**config.mk**
```make
export PLATFORM = sky130hd
export DESIGN_NAME = seq_detect_scheduler_flat
export DESIGN_NICKNAME = d
export VERILOG_FILES = /design/src/rtl/seq_detect_pkg.sv /design/src/rtl/seq_detect_scheduler_if.sv /design/src/rtl/seq_detect_scheduler_rr_arbiter.sv /design/src/rtl/seq_detect_scheduler.sv /design/src/flat_wrapper.sv
export SDC_FILE = /design/constraint.sdc
export NUM_CORES = 1
export LEC_CHECK = 0
export BUFFER_PORTS_ARGS = -buffer_cell sky130_fd_sc_hd__buf_2
export CAP_MARGIN = 30
export CELL_PAD_IN_SITES_DETAIL_PLACEMENT = 0
export CELL_PAD_IN_SITES_GLOBAL_PLACEMENT = 1
export CORE_ASPECT_RATIO = 1.2
export CORE_MARGIN = 4
export CORE_UTILIZATION = 44
export CTS_BUF_LIST = sky130_fd_sc_hd__clkbuf_8
export DETAILED_ROUTE_END_ITERATION = 12
export GPL_TIMING_DRIVEN = 0
export PLACE_DENSITY = 0.78
export SLEW_MARGIN = 20
export SYNTH_ARGS = -nofsm -noshare
export SYNTH_HDL_FRONTEND = slang
export SYNTH_SLANG_ARGS = --single-unit
```
**constraint.sdc**
```tcl
create_clock -name clk -period 3.75 [get_ports clk]
set_input_delay 0.5625 -clock clk [delete_from_list [all_inputs] [get_ports clk]]
set_output_delay 0.5625 -clock clk [all_outputs]
set_load 0.01 [all_outputs]
```
**src/rtl/seq_detect_pkg.sv**
```systemverilog
// Shared types and next-state function for the time-shared Mealy "011" detector.
// Pure definitions only; no clocked logic lives here.
package seq_detect_pkg;

    typedef logic [1:0] st_t;

    localparam logic [1:0] ST_A = 2'b00;  // idle
    localparam logic [1:0] ST_B = 2'b01;  // seen 0
    localparam logic [1:0] ST_C = 2'b10;  // seen 01

    typedef struct packed {
        logic hit;
        st_t  nxt;
    } step_t;

    function automatic step_t det_step(input st_t s, input logic x);
        step_t r;
        r.hit = 1'b0;
        r.nxt = ST_A;
        case (s)
            ST_A: r.nxt = x ? ST_A : ST_B;
            ST_B: r.nxt = x ? ST_C : ST_B;
            ST_C: begin
                r.nxt = x ? ST_A : ST_B;
                r.hit = x;
            end
            default: r.nxt = ST_A;  // illegal 2'b11 recovers silently
        endcase
        return r;
    endfunction

endpackage

```
**src/rtl/seq_detect_scheduler_if.sv**
```systemverilog
// Requester/monitor bundle for seq_detect_scheduler; sel_count exists only
// when SEQ_DETECT_HIT_COUNT_EN is defined.
interface seq_detect_scheduler_if #(
    parameter int N_CH  = 4,
    parameter int CNT_W = 8
);
    localparam int CH_W = $clog2(N_CH);

    logic [N_CH-1:0] req;
    logic [N_CH-1:0] x;
    logic [N_CH-1:0] clr;
    logic [N_CH-1:0] ack;
    logic            y;
    logic [CH_W-1:0] y_ch;
    logic [CH_W-1:0] sel_ch;
    logic [1:0]      sel_state;

    if (CNT_W < 1) begin : g_bad_cnt
        $error("CNT_W must be at least 1");
    end

`ifdef SEQ_DETECT_HIT_COUNT_EN
    logic [CNT_W-1:0] sel_count;

    modport master (output req, x, clr, sel_ch,
                    input  ack, y, y_ch, sel_state, sel_count);
    modport slave  (input  req, x, clr, sel_ch,
                    output ack, y, y_ch, sel_state, sel_count);
`else
    modport master (output req, x, clr, sel_ch,
                    input  ack, y, y_ch, sel_state);
    modport slave  (input  req, x, clr, sel_ch,
                    output ack, y, y_ch, sel_state);
`endif

endinterface

```
**src/rtl/seq_detect_scheduler_rr_arbiter.sv**
```systemverilog
// Purpose: round-robin one-hot grant starting the search at ptr, wrapping mod N.
// Latency: purely combinational.
// Backpressure: none; non-eligible requesters simply wait for a later grant.
module rr_arbiter #(
    parameter  int N = 4,
    localparam int W = $clog2(N)
) (
    input  logic [N-1:0] elig,
    input  logic [W-1:0] ptr,
    output logic [N-1:0] gnt,
    output logic [W-1:0] gnt_idx,
    output logic         gnt_vld
);

    logic [W-1:0] idx;

    always_comb begin
        gnt     = '0;
        gnt_idx = '0;
        gnt_vld = 1'b0;
        idx     = '0;
        for (int k = 0; k < N; k++) begin
            idx = W'((int'(ptr) + k) % N);
            if (!gnt_vld && elig[idx]) begin
                gnt_vld  = 1'b1;
                gnt[idx] = 1'b1;
                gnt_idx  = idx;
            end
        end
    end

endmodule

```
**src/rtl/seq_detect_scheduler.sv**
```systemverilog
// Purpose: one "011" Mealy detector time-shared over N_CH contexts (opt. SEQ_DETECT_HIT_COUNT_EN).
// Latency: ack combinational; y/y_ch registered, one cycle after the granted bit.
// Backpressure: ungranted or cleared channels must hold req/x until ack.
module seq_detect_scheduler
    import seq_detect_pkg::*;
#(
    parameter int N_CH  = 4,
    parameter int CNT_W = 8
) (
    input  logic                   clk,
    input  logic                   reset,
    seq_detect_scheduler_if.slave  bus
);

    localparam int CH_W = $clog2(N_CH);

    if (N_CH < 2 || N_CH > 16 || CNT_W < 1) begin : g_bad_param
        $error("N_CH must be 2..16 and CNT_W at least 1");
    end

    st_t             ctx [N_CH];
    logic [CH_W-1:0] ptr;
    logic [CH_W-1:0] gnt_idx;
    logic [N_CH-1:0] elig;
    logic [N_CH-1:0] gnt;
    logic            gnt_vld;
    step_t           stp;
    logic            y_q;
    logic [CH_W-1:0] y_ch_q;

    // Holding eligibility low during reset keeps ack quiet without touching the arbiter.
    assign elig = reset ? '0 : (bus.req & ~bus.clr);

    rr_arbiter #(.N(N_CH)) u_arb (
        .elig    (elig),
        .ptr     (ptr),
        .gnt     (gnt),
        .gnt_idx (gnt_idx),
        .gnt_vld (gnt_vld)
    );

    assign bus.ack  = gnt;
    assign stp      = det_step(ctx[gnt_idx], bus.x[gnt_idx]);
    assign bus.y    = y_q;
    assign bus.y_ch = y_ch_q;

    always_ff @(posedge clk or posedge reset) begin
        if (reset) begin
            for (int i = 0; i < N_CH; i++) ctx[i] <= ST_A;
            ptr    <= '0;
            y_q    <= 1'b0;
            y_ch_q <= '0;
        end else begin
            for (int i = 0; i < N_CH; i++) begin
                if (bus.clr[i])
                    ctx[i] <= ST_A;
                else if (gnt_vld && gnt_idx == CH_W'(i))
                    ctx[i] <= stp.nxt;
            end
            y_q <= gnt_vld & stp.hit;
            if (gnt_vld) begin
                y_ch_q <= gnt_idx;
                ptr    <= (gnt_idx == CH_W'(N_CH - 1)) ? '0 : gnt_idx + 1'b1;
            end
        end
    end

    always_comb begin
        bus.sel_state = ST_A;
        for (int i = 0; i < N_CH; i++)
            if (bus.sel_ch == CH_W'(i)) bus.sel_state = ctx[i];
    end

`ifdef SEQ_DETECT_HIT_COUNT_EN
    logic [CNT_W-1:0] cnt [N_CH];

    // clr has priority over a same-cycle hit; counters stick at all-ones.
    always_ff @(posedge clk or posedge reset) begin
        if (reset) begin
            for (int i = 0; i < N_CH; i++) cnt[i] <= '0;
        end else begin
            for (int i = 0; i < N_CH; i++) begin
                if (bus.clr[i])
                    cnt[i] <= '0;
                else if (gnt_vld && gnt_idx == CH_W'(i) && stp.hit && cnt[i] != '1)
                    cnt[i] <= cnt[i] + 1'b1;
            end
        end
    end

    always_comb begin
        bus.sel_count = '0;
        for (int i = 0; i < N_CH; i++)
            if (bus.sel_ch == CH_W'(i)) bus.sel_count = cnt[i];
    end
`endif

endmodule

```
**src/flat_wrapper.sv**
```systemverilog
// flat-port wrapper written by rule: the top's interface ports become plain ports
module seq_detect_scheduler_flat import seq_detect_pkg::*;
#(
    parameter int N_CH  = 4,
    parameter int CNT_W = 8
)
  (clk, reset, bus_req, bus_x, bus_clr, bus_sel_ch, bus_ack, bus_y, bus_y_ch, bus_sel_state);
  seq_detect_scheduler_if #(.N_CH(N_CH), .CNT_W(CNT_W)) bus_i ();
  input  logic clk;
  input  logic reset;
  input wire logic [$bits(bus_i.req)-1:0] bus_req;
  input wire logic [$bits(bus_i.x)-1:0] bus_x;
  input wire logic [$bits(bus_i.clr)-1:0] bus_clr;
  input wire logic [$bits(bus_i.sel_ch)-1:0] bus_sel_ch;
  output wire logic [$bits(bus_i.ack)-1:0] bus_ack;
  output wire logic [$bits(bus_i.y)-1:0] bus_y;
  output wire logic [$bits(bus_i.y_ch)-1:0] bus_y_ch;
  output wire logic [$bits(bus_i.sel_state)-1:0] bus_sel_state;
  assign bus_i.req = bus_req;
  assign bus_i.x = bus_x;
  assign bus_i.clr = bus_clr;
  assign bus_i.sel_ch = bus_sel_ch;
  assign bus_ack = bus_i.ack;
  assign bus_y = bus_i.y;
  assign bus_y_ch = bus_i.y_ch;
  assign bus_sel_state = bus_i.sel_state;
  seq_detect_scheduler #(.N_CH(N_CH), .CNT_W(CNT_W)) u_core (.clk(clk), .reset(reset), .bus(bus_i));
endmodule
```
==> results of run 1 <==
cells by family after synthesis:
family,Yosys count,share of synthesized area (%)
buffers and inverters,13,4.49
adders and majority gates,8,6.90
and+or+nand+nor,66,29.9
muxes,10,8.80
DFF,13,22.4
AOI/OAI and AO/OA,46,26.8
xor gates and xnor gates,1,0.604
stage by stage:
stage                     total power, mW  instance area [µm²]  util, %  hold slack [ns]
after global placement              0.850                 1620     51.9            0.452
after global routing                 1.07                 1660     53.4            0.495
after CTS                           0.999                 1660     53.4            0.478
final                               0.988                 1660     53.4            0.473
after detailed placement            0.866                 1620     51.9            0.463
after floorplan                     0.703                 1450        -            0.514
where the power goes:
group	switching (mW)	internal, mW	leakage (nW)	total, mW
clock	0.0543	0.0735	0.0255	0.128
sequential	0.0474	0.178	0.173	0.226
combinational	0.363	0.271	0.537	0.634
total	0.464	0.523	0.735	0.988
flip-flops by register name (all words and copies together), names as in the netlist:
register         count
u_core.bus.y         1
u_core.bus.y_ch      2
u_core.ptr           2
u_core.ctx           8
layout make-up:
class	instances	area, µm²
clock inverter	1	5.00
inverter	9	33.8
buffer	4	31.3
sequential	13	325
timing repair buffer	24	120
clock buffer	3	41.3
fill	295	1450
multi-input combinational	131	1060
tap	36	45.0
layer usage:
metal / track usage, % / wire (µm)
met1: 23.4 / 1530
met2: 31.5 / 1850
met3: 2.01 / 170
met4: 8.37 / 76
met5: 0 / 0
worst max-delay path, cell delays in order (launching register included):
cell and delay (ns):
dfrtp_1 0.52, buf_6 0.19, inv_1 0.12, ha_1 0.42
a211oi_2 0.31, or2_2 0.16, clkbuf_1 0.28, a21oi_4 0.07
a221o_1 0.30, buf_2 0.14
path summary, 6_finish.rpt:
check                                          end  slack, ns  cells after the start
worst max-delay path                    bus_ack[2]       0.43                      9
worst max register to register       u_core.ctx[1]       0.73                     12
worst min register to register  u_core.bus.y_ch[1]       0.47                      2
min in group asynchronous            u_core.ptr[0]       0.61                      3
max in group asynchronous            u_core.ctx[0]       2.76                      3
worst min-delay path            u_core.bus.y_ch[1]       0.47                      2
layout by cell type (no fill, tap or decap), types with 2 or more instances in the layout:
master,count
mux2i_1,6
and2_1,3
o211ai_1,2
inv_1,9
a221o_1,4
o21a_1,2
a21oi_1,10
o311a_1,2
nand2_1,14
ha_1,8
nor2_1,7
a211oi_2,3
or2_0,2
o31ai_1,7
nand2b_1,5
mux2_2,2
nand3_1,3
buf_6,2
clkbuf_8,3
dfrtp_1,13
a211oi_1,3
nor2b_1,4
buf_2,25
or2_1,2
nand2b_4,2
nand3b_1,13
mux4_2,2
==> metrics.txt, run 1 <==
Placer Congestion=0.841; endpoints failing setup=0; number of flops mapped to enable cells by yosys=0; Post-Route WL=3630 µm; area grow syn2layout=14.6%; reg2reg start=u_core.ptr[0]; Post-Route Setup TNS=0 ns; sequential share of the synthesized area=22.4%; PD cells=594 nW/µm²; share of layout cells above drive strength 1=29.2%; # hold bufs at CTS=0; Setup Skew=0.00685 ns; Worst Hold Class=flip-flop to flip-flop; Synth top cells by count=nand2_1, dfrtp_1, nand3b_1, a21oi_1, inv_1; total gr overflow=0; largest net degree at the start of global routing=15; final worst slack=0.431 ns; drt wl/cell=16.4 µm; Pins Over Slew Limit=0; top_reg_cell synth=dfrtp_1; most instantiated library cell after synthesis=nand2_1; Final min period=3.32 ns; Ant. Diodes=0; initial antenna violation count=0; number of placement rows=22; status=complete, no violations; RSZ-0062 raised after global routing=no; Max Fclk=301 MHz; Slew @ Worst Pin=0.623 ns; Root Driver=clkbuf_8; Synth Register Bits=13; global-route wire length before repair=6220 µm; relative slew slack=57.3%; period utilization=88.5%; clock-pin slew on the worst setup and hold paths=0.06 ns; LEAKAGE=0.735 nW; clock buffer count from CTS=3; Worst setup EP type=output pin; vias per inst=6.15; Max H-tree Level=1; Resize count post-CTS=0; hold_sp=u_core.bus.y_ch[1]; Unique masters post-synth=52; Worst Path Arrival=2.76 ns; Max clock buf depth=2; die width=60.4 µm; synth warn=0; VDD IR max=367 µV; fraction of registers with async set/reset=100%; Worst EP required=3.19 ns; drt pass-1 iters=4; Max FO, Critical Path=10; mapped cell area=1450 µm²; Cells after Synth=157; Die ar.=4280 µm²; Net Count, Synth=181; postcts setup bufs=0; Cell Count, Final, Fillers Out=221; critical path class=flip-flop to output pin; Startpoint Class=flip-flop; via count=1359; Synth area leader=dfrtp_1; total track usage=18.7%; Max Cap Violations=0; DP HPWL=2930 µm; placed cells=217; die height=70.9 µm; Starting DRT DRC Count=63; IO Count=25; CTS tree=done; Final #Nets=210; Hold Fails Final Rpt=0; CP startpoint=u_core.ptr[0]; Core Footprint=3110 µm²; input/output buffers=24; Antenna Nets Post-Route=0; Avg Cell Area, Syn=9.24 µm²; top-area cell type share of the netlist area=22.4%; vias in the first global route=1335; drt drc=0; setup slack at placement=0.712 ns; synth top area cells=dfrtp_1, ha_1, nand3b_1, mux2i_1, nand2_1; latest clock arrival within the worst-skew pair=0.25 ns; Initial Utilization=46.6%; CTS sink cnt=13
Power figures use the tool's default switching activity.
==> inputs of run 2 (changes only) <==
- PLACE_DENSITY: 0.78 -> 0.79
==> run 2 against run 1 <==
  * Critical path depth is the same
  * First-iteration DRC count shrank 11%
  * Sequential power is essentially flat
  * Core utilization is the same
  * Setup slack gained 0.0077 ns
  * Non-clock buffer count is the same
  * Cell count is the same
  * Clock skew shrank 0.0020 ns
  * Clock-buffer cell count is the same
  * Largest power group unchanged
==> metrics.txt, run 2 (synthesized netlist as in run 1, its figures left out) <==
status=complete, no violations; Final #Nets=210 (unchanged); Filler cells=303 (+2.7%); via count=1323 (-2.6%); Setup Skew=0.00481 ns (-0.00204 ns); # hold bufs at CTS=0 (unchanged); vias in the first global route=1291 (-3.3%); share of layout cells above drive strength 1=29.2% (unchanged); Pins Over Slew Limit=0 (unchanged); drt drc=0 (unchanged); Worst Hold Class=flip-flop to flip-flop; clock-pin slew on the worst setup and hold paths=0.06 ns (about the same); Initial Utilization=46.6% (unchanged); total track usage=18.2% (-0.48 points); Max Cap Violations=0 (unchanged); CTS sink cnt=13 (unchanged); Root Driver=clkbuf_8; most frequent cells in the layout=buf_2, nand2_1, nand3b_1, dfrtp_1, a21oi_1; Worst setup EP type=output pin; commonest non-fill, non-tap cell in the layout=buf_2; Slew @ Worst Pin=0.592 ns (-0.0304 ns); CTS tree=done; endpoints failing setup=0 (unchanged); Post-Route WL=3610 µm (-0.55%); Die ar.=4280 µm² (unchanged); Max clock buf depth=2 (unchanged); Final min period=3.31 ns (-0.00771 ns); placed cells=217 (unchanged); Post-Route Setup TNS=0 ns (unchanged); critical path class=flip-flop to output pin; IO Count=25 (unchanged); Most flops, register=u_core.ctx; final worst slack=0.439 ns (+0.00771 ns); Worst Path Arrival=2.75 ns (about the same); area of the multi-input gates=1060 µm² (unchanged); Max H-tree Level=1 (unchanged); vias per inst=5.99 (-2.6%); LEAKAGE=0.735 nW (unchanged); Core Footprint=3110 µm² (unchanged); input/output buffers=24 (unchanged); area occupied by registers=325 µm² (unchanged); number of placement rows=22 (unchanged); area grow syn2layout=14.6% (unchanged); Max Fclk=302 MHz (+0.23%); DP HPWL=2900 µm (-1.0%); Hold Fails Final Rpt=0 (unchanged); initial antenna violation count=0 (unchanged); die height=70.9 µm (unchanged); RSZ-0062 raised after global routing=no; Max FO, Critical Path=10 (unchanged); latest clock arrival within the worst-skew pair=0.24 ns (about the same); total gr overflow=0 (unchanged); PD cells=594 nW/µm² (about the same); setup slack at placement=0.704 ns (-0.00848 ns); relative slew slack=59.4% (+2.1 points); clock buffer count from CTS=3 (unchanged); Ant. Diodes=0 (unchanged); VDD IR max=369 µV (+0.57%); Antenna Nets Post-Route=0 (unchanged); Cell Count, Final, Fillers Out=221 (unchanged); number of flip-flops in the largest register=8 (unchanged); die width=60.4 µm (unchanged); post-layout utilization of the core=53.4% (unchanged); global-route wire length before repair=6040 µm (-3.0%); Startpoint Class=flip-flop; Placer Congestion=0.826 (-1.7%); Starting DRT DRC Count=56 (-11%); drt wl/cell=16.3 µm (-0.55%); postcts setup bufs=0 (unchanged); Resize count post-CTS=0 (unchanged); largest net degree at the start of global routing=15 (unchanged); period utilization=88.3% (-0.21 points); Worst EP required=3.19 ns (about the same); drt pass-1 iters=4 (unchanged)
## run 2: cell counts in the layout (fill, tap and decap cells not counted)
Identical to the previous run, type by type.
## run 2: layout make-up
type | instances | area share (%)
multi-input cells | 131 | 63.8
inverters | 9 | 2.03
well taps | 36 | 2.71
clock inverters | 1 | 0.301
flip-flops and latches | 13 | 19.6
repair buffers | 24 | 7.23
plain buffers | 4 | 1.88
clock buffers | 3 | 2.48
## run 2: worst paths after layout
check	from	end	slack, ns	cells past startpoint
max in group asynchronous	reset	u_core.ctx[0]	2.77	3
worst max register to register	u_core.ptr[0]	u_core.ctx[4]	0.79	13
worst min register to register	u_core.bus.y_ch[1]	u_core.bus.y_ch[1]	0.47	2
min in group asynchronous	reset	u_core.ptr[0]	0.61	3
worst max-delay path	u_core.ptr[0]	bus_ack[2]	0.44	9
worst min-delay path	u_core.bus.y_ch[1]	u_core.bus.y_ch[1]	0.47	2
## run 2: worst max-delay path, cell delays in order, from the launching register on
cell and delay (ns):
dfrtp_1 0.49, buf_6 0.18, inv_1 0.12, ha_1 0.41
a211oi_2 0.32, or2_2 0.17, clkbuf_1 0.28, a21oi_4 0.08
a221o_1 0.31, buf_2 0.14
## run 2: routing by layer
layer | routed length [µm] | vias to the layer above | global-route usage [%]
li1 | - | 648 | -
met1 | 1520 | 622 | 23.0
met2 | 1840 | 45 | 30.8
met3 | 172 | 8 | 2.37
met4 | 76 | 0 | 6.90
met5 | 0 | - | 0
## run 2: power breakdown
group / internal (mW) / switching [mW] / leakage, nW
sequential: 0.179 / 0.0452 / 0.173
combinational: 0.271 / 0.367 / 0.537
clock: 0.0734 / 0.0522 / 0.0255
## run 2: stage by stage
| stage | hold slack, ns | power [mW] | area (µm²) |
|---|---|---|---|
| floorplan | 0.514 | 0.703 | 1450 |
| global placement | 0.452 | 0.852 | 1620 |
| detailed placement | 0.462 | 0.868 | 1620 |
| CTS | 0.477 | 0.995 | 1660 |
| global route | 0.505 | 1.07 | 1660 |
| finish | 0.474 | 0.987 | 1660 |
==> inputs of run 3 (changes only) <==
- CORE_MARGIN: 4 -> 2
==> run 3 against run 2 <==
  * Total power grew 0.51%
  * Sequential share of layout area is the same
  * Core utilization is the same
  * Non-clock buffer count is the same
  * Final area is the same
  * First-iteration DRC count shrank 29%
  * Combinational power grew 0.8%
  * Largest cell class unchanged
  * Sequential cell count is the same
  * Register-to-register slack is essentially flat
  * Cell count is the same
==> metrics.txt, run 3 (synthesized netlist as in run 1, its figures left out) <==
Post-Route WL=3620 µm (+0.44%); Final #Nets=210 (unchanged); r2r worst-path depth=12 (-1); clock-pin slew on the worst setup and hold paths=0.06 ns (about the same); die width=56.4 µm (-6.6%); critical path class=flip-flop to output pin; Initial Utilization=46.6% (unchanged); total track usage=20.7% (+2.5 points); drt drc=0 (unchanged); vias in the first global route=1340 (+3.8%); Final min period=3.29 ns (-0.0195 ns); Filler cells=297 (-2.0%); Antenna Nets Post-Route=0 (unchanged); Worst setup EP type=output pin; LEAKAGE=0.735 nW (unchanged); Placer Congestion=0.841 (+1.8%); latest clock arrival within the worst-skew pair=0.24 ns (about the same); Ant. Diodes=0 (unchanged); hold depth=2 (unchanged); status=complete, no violations; number of placement rows=22 (unchanged); global-route wire length before repair=6180 µm (+2.3%); CTS sink cnt=13 (unchanged); input/output buffers=24 (unchanged); postcts setup bufs=0 (unchanged); Max Cap Violations=0 (unchanged); # hold bufs at CTS=0 (unchanged); placed instance area=1620 µm² (unchanged); DP HPWL=2860 µm (-1.2%); relative slew slack=60.0% (+0.59 points); area occupied by registers=325 µm² (unchanged); drt wl/cell=16.4 µm (+0.44%); endpoints failing setup=0 (unchanged); Max Fclk=304 MHz (+0.59%); CTS tree=done; Core Footprint=3110 µm² (unchanged); Max clock buf depth=2 (unchanged); number of flip-flops in the largest register=8 (unchanged); VDD IR max=419 µV (+13%); Worst R2R Setup Slack=0.79 ns (about the same); initial antenna violation count=0 (unchanged); Most flops, register=u_core.ctx; area of the multi-input gates=1060 µm² (unchanged); Worst EP required=3.19 ns (about the same); IO Count=25 (unchanged); Pins Over Slew Limit=0 (unchanged); period utilization=87.8% (-0.52 points); post-layout utilization of the core=53.4% (unchanged); Post-Route Setup TNS=0 ns (unchanged); Starting DRT DRC Count=40 (-29%); most frequent cells in the layout=buf_2, nand2_1, nand3b_1, dfrtp_1, a21oi_1; Worst Path Arrival=2.73 ns (-0.02 ns); die height=66.9 µm (-5.6%); Startpoint Class=flip-flop; PD cells=597 nW/µm² (+0.51%); vias per inst=6.11 (+2.0%); Root Driver=clkbuf_8; Worst Hold Class=flip-flop to flip-flop; Slew @ Worst Pin=0.583 ns (-0.00860 ns); total gr overflow=0 (unchanged); Resize count post-CTS=0 (unchanged); Max FO, Critical Path=10 (unchanged); Die ar.=3770 µm² (-12%); Hold Fails Final Rpt=0 (unchanged); drt pass-1 iters=4 (unchanged); Max H-tree Level=1 (unchanged); commonest non-fill, non-tap cell in the layout=buf_2; clock buffer count from CTS=3 (unchanged); area grow syn2layout=14.6% (unchanged); RSZ-0062 raised after global routing=no; Setup Skew=0.00712 ns (+0.00231 ns); via count=1350 (+2.0%); largest net degree at the start of global routing=15 (unchanged); design area=1660 µm² (unchanged); share of layout cells above drive strength 1=29.2% (unchanged)
## run 3: routing by layer
metal / global-route usage [%] / vias to the layer above / routed length, µm
met1: 23.9 / 650 / 1560
met4: 8.93 / 0 / 103
met5: 0 / - / 0
met3: 2.52 / 8 / 155
li1: - / 647 / -
met2: 38.4 / 45 / 1800
## run 3: through the flow
| stage | cells | setup WS [ns] | power, mW | hold WS, ns |
|---|---|---|---|---|
| 2_1_floorplan | 157 | 1.15 | 0.703 | 0.514 |
| 3_3_place_gp | 217 | 0.745 | 0.851 | 0.452 |
| 3_5_place_dp | 217 | 0.716 | 0.868 | 0.462 |
| 4_1_cts | 221 | 0.452 | 0.994 | 0.477 |
| 5_1_grt | 221 | 0.280 | 1.07 | 0.516 |
| 6_report | 221 | 0.458 | 0.992 | 0.473 |
## run 3: final timing paths
path / endpoint / startpoint
setup / recovery: bus_ack[1] / u_core.ptr[0]
setup reg to reg: u_core.ctx[0] / u_core.ptr[0]
max in group asynchronous: u_core.ctx[0] / reset
hold reg to reg: u_core.bus.y_ch[1] / u_core.bus.y_ch[1]
hold / removal: u_core.bus.y_ch[1] / u_core.bus.y_ch[1]
min in group asynchronous: u_core.ctx[3] / reset
## run 3: area by class of cell
type	instances	area share [%]
Multi-Input combinational cell	131	63.8
Sequential cell	13	19.6
Timing Repair Buffer	24	7.23
Tap cell	36	2.71
Clock buffer	3	2.48
Inverter	9	2.03
Buffer	4	1.88
Clock inverter	1	0.301
## run 3: worst max-delay path, cell delays in order (launching register included)
cell and delay (ns):
dfrtp_1 0.50, buf_6 0.19, inv_1 0.11, ha_1 0.41, a211oi_2 0.31, or2_2 0.17, clkbuf_1 0.27, a21oi_4 0.07
a221o_1 0.31, buf_2 0.14
## run 3: power by group
| group | internal (mW) | total, mW | switching (mW) |
|---|---|---|---|
| clock network | 0.0733 | 0.126 | 0.0523 |
| registers | 0.179 | 0.224 | 0.0454 |
| logic | 0.272 | 0.643 | 0.371 |
| total | 0.524 | 0.992 | 0.468 |
